--- src/rtl/bf_iteration_sequencer.sv ---
// bf_iteration_sequencer: control FSM for Bellman-Ford relaxation sweeps.
// Runs READ -> DRAIN -> WRITE -> CHECK iterations until a sweep makes no
// distance update or NODES-1 iterations have completed, then pulses finish.
// Optional feature macro: NEG_CYCLE_CHECK_EN adds one verification sweep
// (writes suppressed) after the last iteration to flag a negative cycle.
// Handshake: start is a level sampled only in IDLE; iteration_done is a
// one-cycle AGU pulse honoured only in READ/WRITE; abort wins in any state.
module bf_iteration_sequencer #(
  parameter int NODES    = 8,
  parameter int ITER_W   = 4,
  parameter int PIPE_LAT = 3
) (
  input  logic              clk,
  input  logic              rst_global,
  input  logic              start,
  input  logic              abort,
  input  logic              iteration_done,
  input  logic              changed,
  output logic              read_enable,
  output logic              write_enable,
  output logic              busy,
  output logic              finish,
  output logic              converged,
  output logic [ITER_W-1:0] iter_count,
  output logic              neg_cycle
);

  typedef enum logic [2:0] {
    IDLE  = 3'd0,
    READ  = 3'd1,
    DRAIN = 3'd2,
    WRITE = 3'd3,
    CHECK = 3'd4,
    DONE  = 3'd5
  } state_t;

  localparam int DW = (PIPE_LAT > 2) ? $clog2(PIPE_LAT) : 1;
  localparam logic [DW-1:0] DRAIN_INIT = (PIPE_LAT > 0) ? DW'(PIPE_LAT - 1) : '0;
  localparam logic [ITER_W-1:0] LAST_ITER = ITER_W'(NODES - 1);
`ifdef NEG_CYCLE_CHECK_EN
  localparam logic [ITER_W-1:0] ITER_MAX = ITER_W'(NODES);
`else
  localparam logic [ITER_W-1:0] ITER_MAX = ITER_W'(NODES - 1);
`endif

  state_t            state;
  state_t            state_next;
  logic              change_flag;
  logic [DW-1:0]     drain_cnt;
  logic              extra_sweep;
  logic              extra_start;
  logic [ITER_W-1:0] iter_inc;

  // Saturating increment: the counter never wraps past its ceiling.
  assign iter_inc = (iter_count == ITER_MAX) ? iter_count : iter_count + 1'b1;

  // State register.
  always_ff @(posedge clk) begin
    if (rst_global) state <= IDLE;
    else            state <= state_next;
  end

  // Next-state logic; abort overrides every other transition outside IDLE.
  always_comb begin
    state_next  = state;
    extra_start = 1'b0;
    case (state)
      IDLE:  if (start && !abort) state_next = READ;
      READ:  if (iteration_done) state_next = (PIPE_LAT == 0) ? WRITE : DRAIN;
      DRAIN: if (drain_cnt == '0) state_next = WRITE;
      WRITE: if (iteration_done) state_next = CHECK;
      CHECK: begin
        if (extra_sweep) begin
          state_next = DONE;
        end else if (!change_flag) begin
          state_next = DONE;
        end else if (iter_inc == LAST_ITER) begin
`ifdef NEG_CYCLE_CHECK_EN
          state_next  = READ;
          extra_start = 1'b1;
`else
          state_next  = DONE;
`endif
        end else begin
          state_next = READ;
        end
      end
      DONE:    state_next = IDLE;
      default: state_next = IDLE;
    endcase
    if (abort && state != IDLE) state_next = IDLE;
  end

  // Registered outputs, iteration bookkeeping, change flag and drain timer.
  always_ff @(posedge clk) begin
    if (rst_global) begin
      read_enable  <= 1'b0;
      write_enable <= 1'b0;
      busy         <= 1'b0;
      finish       <= 1'b0;
      converged    <= 1'b0;
      iter_count   <= '0;
      change_flag  <= 1'b0;
      drain_cnt    <= '0;
    end else begin
      read_enable  <= (state_next == READ);
      write_enable <= (state_next == WRITE) && !extra_sweep;
      busy         <= (state_next != IDLE);
      finish       <= (state_next == DONE);
      if (state == IDLE && state_next == READ) begin
        iter_count <= '0;
        converged  <= 1'b0;
      end
      if (state_next == READ && state != READ)
        change_flag <= 1'b0;
      else if (state == WRITE)
        change_flag <= change_flag | changed;
      if (state != DRAIN && state_next == DRAIN)
        drain_cnt <= DRAIN_INIT;
      else if (state == DRAIN && drain_cnt != '0)
        drain_cnt <= drain_cnt - 1'b1;
      if (state == CHECK && state_next != IDLE)
        iter_count <= iter_inc;
      if (state == CHECK && state_next == DONE && !change_flag && !extra_sweep)
        converged <= 1'b1;
    end
  end

`ifdef NEG_CYCLE_CHECK_EN
  // Verification sweep control and negative-cycle verdict.
  always_ff @(posedge clk) begin
    if (rst_global) begin
      extra_sweep <= 1'b0;
      neg_cycle   <= 1'b0;
    end else begin
      if (state == IDLE && state_next == READ) begin
        extra_sweep <= 1'b0;
        neg_cycle   <= 1'b0;
      end else if (extra_start) begin
        extra_sweep <= 1'b1;
      end else if (state == CHECK && state_next == DONE && extra_sweep) begin
        neg_cycle <= change_flag;
      end
    end
  end
`else
  assign extra_sweep = 1'b0;
  assign neg_cycle   = 1'b0;
`endif

endmodule

--- config.mk ---
export PLATFORM = sky130hd
export DESIGN_NAME = bf_iteration_sequencer
export DESIGN_NICKNAME = d
export VERILOG_FILES = /design/src/rtl/bf_iteration_sequencer.sv
export SDC_FILE = /design/constraint.sdc
export NUM_CORES = 1
export LEC_CHECK = 0
export CELL_PAD_IN_SITES_DETAIL_PLACEMENT = 0
export CELL_PAD_IN_SITES_GLOBAL_PLACEMENT = 1
export CORE_ASPECT_RATIO = 0.75
export CORE_MARGIN = 2
export CORE_UTILIZATION = 35
export CTS_BUF_LIST = sky130_fd_sc_hd__clkbuf_8
export DETAILED_ROUTE_END_ITERATION = 12
export HOLD_SLACK_MARGIN = 0.06
export PLACE_DENSITY = 0.85
export SLEW_MARGIN = 20
export SYNTH_ARGS = -nofsm -noshare
export SYNTH_HDL_FRONTEND = slang
export SYNTH_SLANG_ARGS = --single-unit
--- constraint.sdc ---
create_clock -name clk -period 1.4 [get_ports clk]
set_input_delay 0.28 -clock clk [delete_from_list [all_inputs] [get_ports clk]]
set_output_delay 0.28 -clock clk [all_outputs]
set_load 0.03 [all_outputs]
# Word-level counts from Yosys, hierarchy flattened
# Index checks and enable logic that the tools add are counted.
# word_totals
word_cells,61
input_bits,6
reg_bits,15
output_inout_bits,10
# op_classes
muxes,15
bitwise_logic,1
reduce_logical,21
addsub,2
eq_ne,12
# op_table
op,n
3-bit two-way mux,7
3-bit one-hot mux with 5 select lines,1
3-bit by 2-bit equality test with 1-bit output (second input constant),4
4-bit two-way mux,3
1-bit logical AND,9
4-bit by 3-bit equality test with 1-bit output (second input constant),2
2-bit nonzero test,4
3-bit by 1-bit equality test with 1-bit output (second input constant),2
3-bit equality test (second input constant),2
3-bit nonzero test,2
4-bit by 1-bit adder with 4-bit output (second input constant),1
2-bit two-way mux,2
2-bit OR reduction,2
3-bit logical NOT,1
3-bit by 1-bit inequality test with 1-bit output (second input constant),1
3-bit by 2-bit inequality test with 1-bit output (second input constant),1
1-bit logical NOT,2
2-bit logical NOT,1
1-bit two-way mux,2
2-bit by 1-bit subtractor with 2-bit output (second input constant),1
1-bit bitwise OR,1

# Logic depth before layout (Yosys ltp)
# Gate-level depths: netlist (run 1).
# depth
word_depth,11
ltp_mapped,6
depth_no_buf,6

# Worst setup path before layout (run 1)
# Ideal clock, no wire load.
# synth_path
path_type,reg-to-reg
startpoint,register iter_count[0]
endpoint,register change_flag
path_stages_with_launch,6
setup_time_ns,0.137
arrival_ns,1.511
path_slack_ns,-0.248
period_less_slack_ns,1.648
path_buffers,0
t_required_ns,1.263
cell_sequence,dfxtp_1 -> ha_1 -> nand3b_1 -> mux2i_1 -> a31oi_2 -> a311oi_2
# synth_via
elab_chain_cells,10
elab_cells_between_ends,11
classes_between,add/sub (1); eq/ne (3); mux (5); reduce/logical (2)
# synth_rtl
element,line_no,source
start: declaration,24,"output logic [ITER_W-1:0] iter_count,"
start signal: assignment,123,iter_count <= iter_inc;
4-bit by 1-bit adder with 4-bit output or 4-bit by 3-bit equality test with 1-bit output (tied branches),55,assign iter_inc = (iter_count == ITER_MAX) ? iter_count : iter_count + 1'b1;
4-bit two-way mux (*),55,
4-bit by 3-bit equality test with 1-bit output (*),77,end else if (iter_inc == LAST_ITER) begin
3-bit two-way mux (*),77,
3-bit two-way mux (*),75,end else if (!change_flag) begin
3-bit one-hot mux with 5 select lines (*),67,case (state)
3-bit two-way mux (*),91,if (abort && state != IDLE) state_next = IDLE;
3-bit by 1-bit equality test with 1-bit output (*),114,if (state_next == READ && state != READ)
1-bit logical AND (*),114,
2-bit OR reduction (no source line) (*),--,
end signal: assignment,117,change_flag <= change_flag | changed;
end: declaration,48,logic change_flag;
# Mark *: on every way between the ends. The rest lies on a longest branch, timed or not.
# A chain may end at the register's enable or synchronous reset.

# Worst setup path after layout (run 1)
# Ends and elaborated chain as after synthesis.

==> run metrics, run 1 <==
Die Footprint approximately 2700 µm²; Final min period 1.41 ns; commonest cells after routing, fill and taps aside buf_4 (15), dfxtp_1 (9), dlygate4sd2_1 (9); area delta synth->final 41.3%; initial core utilization between 30% and 40%; Final Wtd Congestion 0.743; largest area contributor in the netlist dfxtp_1; R2R setup slack -0.01 ns; syn avg cell area 9.09 µm²; Worst EP required 1.56 ns; maximum clock rate just over 700 MHz; vias in the first global route around 670; register area between 300 and 400 µm²; DRC violations left 0; Clock Sinks 15; critical path arrival around 1.6 ns; placed insts between 100 and 150; fraction of layout cells with a size suffix above 1 between 20 and 30%; RSZ-0062 raised after global routing yes; die height 45.9 µm; Core ar. approximately 2300 µm²; Synth cell types 39; I/O pin count 16; pin count of the biggest net entering global routing 12; Post-synth EDFFs 0; remaining global-route overflow 0; die width 59.8 µm; ant diodes 0; Synth Flop Type dfxtp_1; CTS tree built; failing checks setup timing; drt pass-1 iters 4; Synth area leaders dfxtp_1 (37%), nand3_1 (4.3%), mux2i_1 (3.7%); Fillers 217; Slowest cell on crit path dfxtp_4; min-delay src abort; clock buffer depth 2; CP Max Fanout 7; Vias 768; worst path cell trace ha_4 > nand3b_1 > mux2i_1 > a31oi_2 > a311oi_2; number of hold buffers added after cts 0; Synth Cell Area a little over 800 µm²; commonest non-fill, non-tap cell in the layout buf_4; layout net count approximately 130; first-pass GRT wire length 3.10 mm; Seq cells post-synth 15; hold_ws roughly 0.43 ns; multi-input logic area ~480 µm²; GRT Overall Usage 15.3%; Worst VDD drop around 500 µV; CTS H-tree lvls 1; CP peak stage delay about 0.37 ns; initial antenna violation count 0; max-cap violation count 0; total CTS buffers 3; critical path type register to register; Non-Filler Instances about 140; Setup-failing EPs final 1; Tightest Hold Check Type primary input to register; Synth async-reset ratio 0%; Site Rows 15; initial drt markers 10; Worst Setup End Kind register; I/O Buffers 14; clk slew on worst S/H paths roughly 0.06 ns; final WL ~1.8 mm; worst setup path start iter_count[0]; R2R Path Start iter_count[0]; status finished, violations left; ANT nets after route 0; DR vias/cell about 5.3; Mapped Nets 98; final-report hold violation count 0; register area share after synthesis a little under two fifths; Clock Latency Late Sink about 0.24 ns; Critical Path Source Type register; Layout Skew 0.00333 ns; clock root cell clkbuf_8; post-route total power ~0.88 mW; LEAKAGE approximately 0.5 nW; PnR worst setup slack -0.00976 ns; final worst path period share 101%; pwr dens ~760 nW/µm²; Post-DP HPWL between 1 and 1.5 mm; Synth Instances 90; drt wl/cell around 13 µm; Yosys top cell area share a little under two fifths; synth warn 0; final slew viol count 0
==> final cells by class <==
class | instances | share of cell area (%)
multi-input combinational | 64 | 41.6
tap | 25 | 2.71
timing repair buffer | 30 | 22.8
clock inverter | 1 | 0.325
sequential | 15 | 27.1
inverter | 6 | 1.95
clock buffer | 3 | 3.57
==> state kept, by name, summed over array words and instances (netlist names) <==
register	count
busy	1
change_flag	1
converged	1
drain_cnt	2
finish	1
iter_count	4
read_enable	1
state	3
write_enable	1
==> metrics by stage <==
| step | worst slack [ns] | instance area (µm²) | utilization, % | TNS [ns] |
|---|---|---|---|---|
| global placement | -0.210 | 1110 | 49.1 | -1.84 |
| CTS | -0.0205 | 1140 | 50.7 | -0.0205 |
| detailed placement | -0.240 | 1110 | 49.1 | -2.15 |
| global route | -0.0909 | 1160 | 51.3 | -0.392 |
| floorplan | 0.0389 | 841 | - | 0 |
| finish | -0.00976 | 1160 | 51.3 | -0.00976 |
==> what timing repair did <==
action | 4_1_cts | 5_1_grt
pin swaps | 0 | 4
gates resized for setup | 10 | 3
hold endpoints to repair | 0 | 0
setup buffers | 0 | 1
setup endpoints to repair | 11 | 9
==> power breakdown <==
| part | leakage, nW | switching [mW] | internal, mW |
|---|---|---|---|
| clock network | 0.0269 | 0.143 | 0.194 |
| registers | 0.125 | 0.00773 | 0.431 |
| logic | 0.351 | 0.0537 | 0.0527 |
| total | 0.503 | 0.205 | 0.677 |
==> Yosys cell counts, types with 2 or more instances <==
cell	n
nor2_1	7
and3b_1	2
nand3_1	7
dfxtp_1	15
nor3_1	4
mux2i_1	3
a31oi_1	2
nand2_1	3
nand2b_1	3
buf_4	3
a21oi_1	5
ha_1	2
nand3b_1	3
inv_1	6
==> worst max-delay path: cells and delay by family (launching register included) <==
family | cells | cell delay (ns)
fa+ha+maj | 1 | 0.18
flops | 1 | 0.37
mux | 1 | 0.23
simple gates | 1 | 0.12
compound gates | 2 | 0.41
==> logic make-up after synthesis <==
logic type | after synthesis | share of synthesized area, %
other cells | 1 | 0.458
mux | 4 | 5.05
flops | 15 | 36.7
fa+ha+maj | 2 | 3.06
compound gates | 20 | 20.3
simple gates | 37 | 27.8
buf+inv | 11 | 6.57
==> final timing paths <==
kind | to | depth (start not counted)
max | change_flag | 5
min | state[1] | 3
max reg2reg | change_flag | 5
min reg2reg | drain_cnt[1] | 2
==> layer usage <==
| layer | global-route usage, % | routed length [µm] | up-vias |
|---|---|---|---|
| li1 | - | - | 387 |
| met1 | 20.1 | 921 | 366 |
| met2 | 23.9 | 810 | 13 |
| met3 | 5.40 | 63 | 2 |
| met4 | 4.00 | 17 | 0 |
| met5 | 0 | 0 | - |
Note: power is estimated with default switching activity, not from simulation.
==> run 2: changes to the inputs <==
- ABC_AREA: not set -> 1
- CORE_UTILIZATION: 35 -> 34
- GPL_ROUTABILITY_DRIVEN: not set -> 0
==> run metrics, run 2 <==
register area 320 µm²; post-layout util ~61%; final slew viol count 0; Tightest Hold Check Type register to register; Final min period 1.51 ns; vias in the first global route approximately 850; CTS H-tree lvls 1; pwr dens 790 nW/µm²; DR vias/cell roughly 4.7; Fillers 221; final worst path period share 108%; Regs by FF count iter_count (4), state (3), drain_cnt (2); Slowest cell on crit path dfxtp_4; Post-synth EDFFs 0; layout net count between 150 and 200; synth warn 0; Core ar. between 2000 and 2500 µm²; initial drt markers 31; Synth Flop Type dfxtp_1; LEAKAGE roughly 0.6 nW; Layout Skew around 0.0035 ns; CTS tree built; total CTS buffers 3; remaining global-route overflow 0; drt pass-1 iters 4; status finished, violations left; ant diodes 0; Biggest register iter_count; initial antenna violation count 0; syn avg cell area between 7 and 8 µm²; max-cap violation count 0; final-report hold violation count 0; Synth Instances around 120; Clock Sinks 15; RSZ-0062 raised after global routing yes; failing checks setup timing; commonest cells after routing, fill and taps aside buf_4 (22), nand2_1 (17), inv_1 (13); Synth async-reset ratio 0%; die height 47.5 µm; Worst VDD drop around 570 µV; post-route setup TNS -0.617 ns; post-route total power between 1 and 1.5 mW; Clock Latency Late Sink about 0.25 ns; initial core utilization between 30% and 40%; Yosys top cell area share between 30% and 40%; most frequent cell after synthesis nand2_1; Worst EP required between 1.5 and 2 ns; Die Footprint approximately 3000 µm²; commonest non-fill, non-tap cell in the layout buf_4; Vias 896; Mapped Nets around 120; PnR worst setup slack -0.111 ns; GRT Overall Usage 17.4%; Synth cell types 31; CP Max Fanout 5; Seq cells post-synth 15; worst path cell trace ha_4 > nand2_2 > nor2_2 > nand2_1 > nand2_1 > nor2_1 > nand2_1 > nand2_2 > nand2_4 > nand2_4 > nand2_4 > nand3_2 > a21oi_2; clk slew on worst S/H paths approximately 0.06 ns; Site Rows 15; Crit path max-delay family simple AND/OR/NAND/NOR gates; final WL between 2 and 2.5 mm; clock buffer depth 2; number of hold buffers added after cts 0; Synth area leaders dfxtp_1 (35%), nand2_1 (10%), nand3_1 (6.4%); drt wl/cell 12.2 µm; clock root cell clkbuf_8; fraction of layout cells with a size suffix above 1 49.7%; area delta synth->final 66.4%; multi-input logic area around 600 µm²; maximum clock rate 662 MHz; WL met1 roughly 1.0 mm; wire length on met3 ~85 µm; DRC violations left 0; met2 wire length approximately 1.2 mm; top layer in use met4; first-pass GRT wire length around 3.7 mm; pre-CTS setup slack -0.306 ns; Synth Cell Area 857 µm²; Critical Path Source Type register; I/O pin count 16; Post-synth top cells nand2_1 (23), dfxtp_1 (15), inv_1 (14); critical path arrival around 1.7 ns; I/O Buffers 14; pin count of the biggest net entering global routing 10; Setup-failing EPs final 10; critical path type register to register; Post-DP HPWL between 1.5 and 2 mm; Buf+Inv Stages, Crit Path 0; die width 62.0 µm; ANT nets after route 0; largest area contributor in the netlist dfxtp_1; CP peak stage delay approximately 0.36 ns; Worst Setup End Kind register; max reg flops 4; register area share after synthesis 35.0%
## run 2: changes by cell type in the layout (fill, tap and decap cells not counted), sizes merged, moves of 5 or more
cell,change
buf,+11
nor2,+6
inv,+9
nand2,+27
nand3,+5
## run 2: power breakdown
| part | internal, mW | switching, mW | total, mW |
|---|---|---|---|
| registers | 0.437 | 0.0142 | 0.451 |
| clock network | 0.197 | 0.154 | 0.350 |
| logic | 0.154 | 0.171 | 0.325 |
| total | 0.787 | 0.339 | 1.13 |
## run 2: area by class of cell
class | instances | area share, %
Clock inverter | 1 | 0.351
Sequential cell | 15 | 22.5
Inverter | 17 | 5.09
Timing Repair Buffer | 39 | 23.2
Multi-Input combinational cell | 82 | 43.0
Tap cell | 34 | 2.98
Clock buffer | 3 | 2.89
## run 2: logic make-up (layout without fill, tap and decap cells)
family	Yosys count	in the layout	synth area share (%)
buffers and inverters	19	60	9.64
adders and majority gates	2	2	2.92
AOI/OAI and AO/OA	14	14	12.0
DFF	15	15	35.0
other	1	1	0.438
and+or+nand+nor	64	64	39.0
xor gates and xnor gates	1	1	1.02
## run 2: path summary, 6_finish.rpt
path	start	endpoint	slack, ns	depth (start not counted)
hold / removal	converged	converged	0.49	2
hold reg to reg	converged	converged	0.49	2
setup reg to reg	iter_count[1]	iter_count[1]	-0.11	13
setup / recovery	iter_count[1]	iter_count[1]	-0.11	13
## run 2: timing repair
item                                    4_1_cts  5_1_grt
setup buffers                                 6        1
gates resized for setup                      38       14
pin swaps                                    10        9
endpoints found under the setup margin       19       15
## run 2: tightest hold or removal path, stage by stage (launching register included)
cell	delay (ns)
dfxtp_1	0.31
nand3_1	0.08
a21oi_1	0.06
## run 2: routing by layer
metal | vias up | global-route usage [%]
met4 | 0 | 2.55
met2 | 21 | 30.8
met5 | - | 0
met3 | 2 | 4.86
li1 | 455 | -
met1 | 418 | 21.9
## run 2: stage by stage
stage	hold WS, ns	cell area [µm²]	std cells
finish	0.494	1430	191
global route	0.526	1430	191
CTS	0.495	1380	190
detailed placement	0.490	1180	180
global placement	0.465	1180	180
floorplan	0.349	888	116
==> run 3: changes to the inputs <==
- PLACE_DENSITY: 0.85 -> not set
- PLACE_DENSITY_LB_ADDON: not set -> 0.1
==> run metrics, run 3 (synthesis results as in run 2) <==
status finished, violations left; failing checks setup timing; ant diodes 0; Seq pwr share about two fifths; Worst VDD drop between 700 and 800 µV; Biggest register iter_count; worst path cell trace ha_4 > nand2_2 > nor2_4 > nand2_1 > nand2_2 > nor2_2 > nand2_1 > nand2_2 > nand2_4 > nand2_4 > nand2_4 > nand3_1 > a21oi_2; CTS H-tree lvls 1; Clock Sinks 15; Die Footprint a little under 3000 µm²; pin count of the biggest net entering global routing 11; ANT nets after route 0; maximum clock rate 619 MHz; die width 62.0 µm; Slowest cell on crit path dfxtp_4; final WL ~2.6 mm; CTS tree built; max reg flops 4; RSZ-0062 raised after global routing yes; number of hold buffers added after cts 0; LEAKAGE roughly 0.63 nW; initial drt markers 46; I/O Buffers 14; final worst path period share 115%; Worst EP required roughly 1.6 ns; pre-CTS setup slack -0.323 ns; Worst Setup End Kind register; DR vias/cell roughly 4.7; Core ar. 2350 µm²; Regs by FF count iter_count (4), state (3), drain_cnt (2); vias in the first global route 796; final-report hold violation count 0; clk slew on worst S/H paths ~0.07 ns; Clock Latency Late Sink around 0.25 ns; DRC violations left 0; critical path arrival 1.79 ns; I/O pin count 16; fraction of layout cells with a size suffix above 1 between 50% and 60%; Fillers around 210; first-pass GRT wire length 3.53 mm; Logic pwr share a little over a quarter; PnR worst setup slack -0.215 ns; max-cap violation count 0; Internal about 0.77 mW; Final min period 1.61 ns; CP Max Fanout 5; placed insts 182; GRT Overall Usage 16.9%; die height between 40 and 50 µm; final slew viol count 0; Non-Filler Instances 195; layout net count between 150 and 200; clock root cell clkbuf_8; clock buffer depth 2; Layout Skew ~0.0050 ns; initial core utilization ~37%; remaining global-route overflow 0; Tightest Hold Check Type register to register; pwr dens 754 nW/µm²; post-route total power approximately 1.1 mW; Vias between 900 and 1000; total CTS buffers 3; area delta synth->final 70.9%; CP peak stage delay 0.36 ns; Switching Power 0.333 mW; Clock Power Share 32.5%; Post-DP HPWL 1.71 mm; Critical Path Source Type register; drt wl/cell 13.2 µm; switching share of power between 30% and 40%; post-layout util 62.5%; Setup-failing EPs final 10; commonest cells after routing, fill and taps aside buf_4 (28), nand2_1 (17), inv_1 (11); critical path type register to register; commonest non-fill, non-tap cell in the layout buf_4; initial antenna violation count 0; Site Rows 15; drt pass-1 iters 4
[run 3: final timing paths]
path	startpoint	to	slack [ns]	depth (start not counted)
worst min-delay path	converged	converged	0.49	2
worst min register to register	converged	converged	0.49	2
worst max-delay path	iter_count[0]	iter_count[2]	-0.21	13
worst max register to register	iter_count[0]	iter_count[2]	-0.21	13
[run 3: stage by stage]
stage               hold slack (ns)  TNS (ns)  area (µm²)
global placement              0.472     -2.79        1200
global route                  0.525     -2.82        1470
finish                        0.491     -1.50        1470
CTS                           0.494     -1.02        1270
floorplan                     0.349    -0.340         888
detailed placement            0.485     -3.01        1200
[run 3: routing by layer]
| metal | share of wire, % | global-route usage, % |
|---|---|---|
| met1 | 47 | 26.4 |
| met4 | 0.47 | 2.55 |
| met3 | 5.5 | 4.86 |
| met2 | 47 | 23.3 |
| met5 | 0 | 0 |
[run 3: critical path, delay by kind of cell (launching register included)]
kind / cells / cell delay [ns]
flip-flops: 1 / 0.36
AO/OA/AOI/OAI: 1 / 0.14
adder cells (fa/ha/maj): 1 / 0.17
AND/OR/NAND/NOR: 11 / 0.87
[run 3: repair_timing]
item,CTS,global route
gates resized for setup,11,38
endpoints found under the setup margin,19,13
buffers inserted,3,6
pin swaps,2,12
cloned,0,0
[run 3: layout make-up]
class,count,area [µm²],share of cell area [%]
flip-flops and latches,15,320,21.9
well taps,34,42.5,2.90
clock buffers,3,41.3,2.82
repair buffers,43,369,25.2
inverters,17,68.8,4.70
clock inverters,1,7.51,0.512
multi-input cells,82,616,42.0
[run 3: power by group through the flow]
| stage | sequential (mW) | clock [mW] | combinational, mW |
|---|---|---|---|
| 6_report | 0.453 | 0.359 | 0.293 |
| 5_1_grt | 0.454 | 0.399 | 0.316 |
| 4_1_cts | 0.454 | 0.377 | 0.230 |
| 3_5_place_dp | 0.463 | 0 | 0.229 |
| 3_3_place_gp | 0.463 | 0 | 0.230 |
| 2_1_floorplan | 0.477 | 0 | 0.123 |
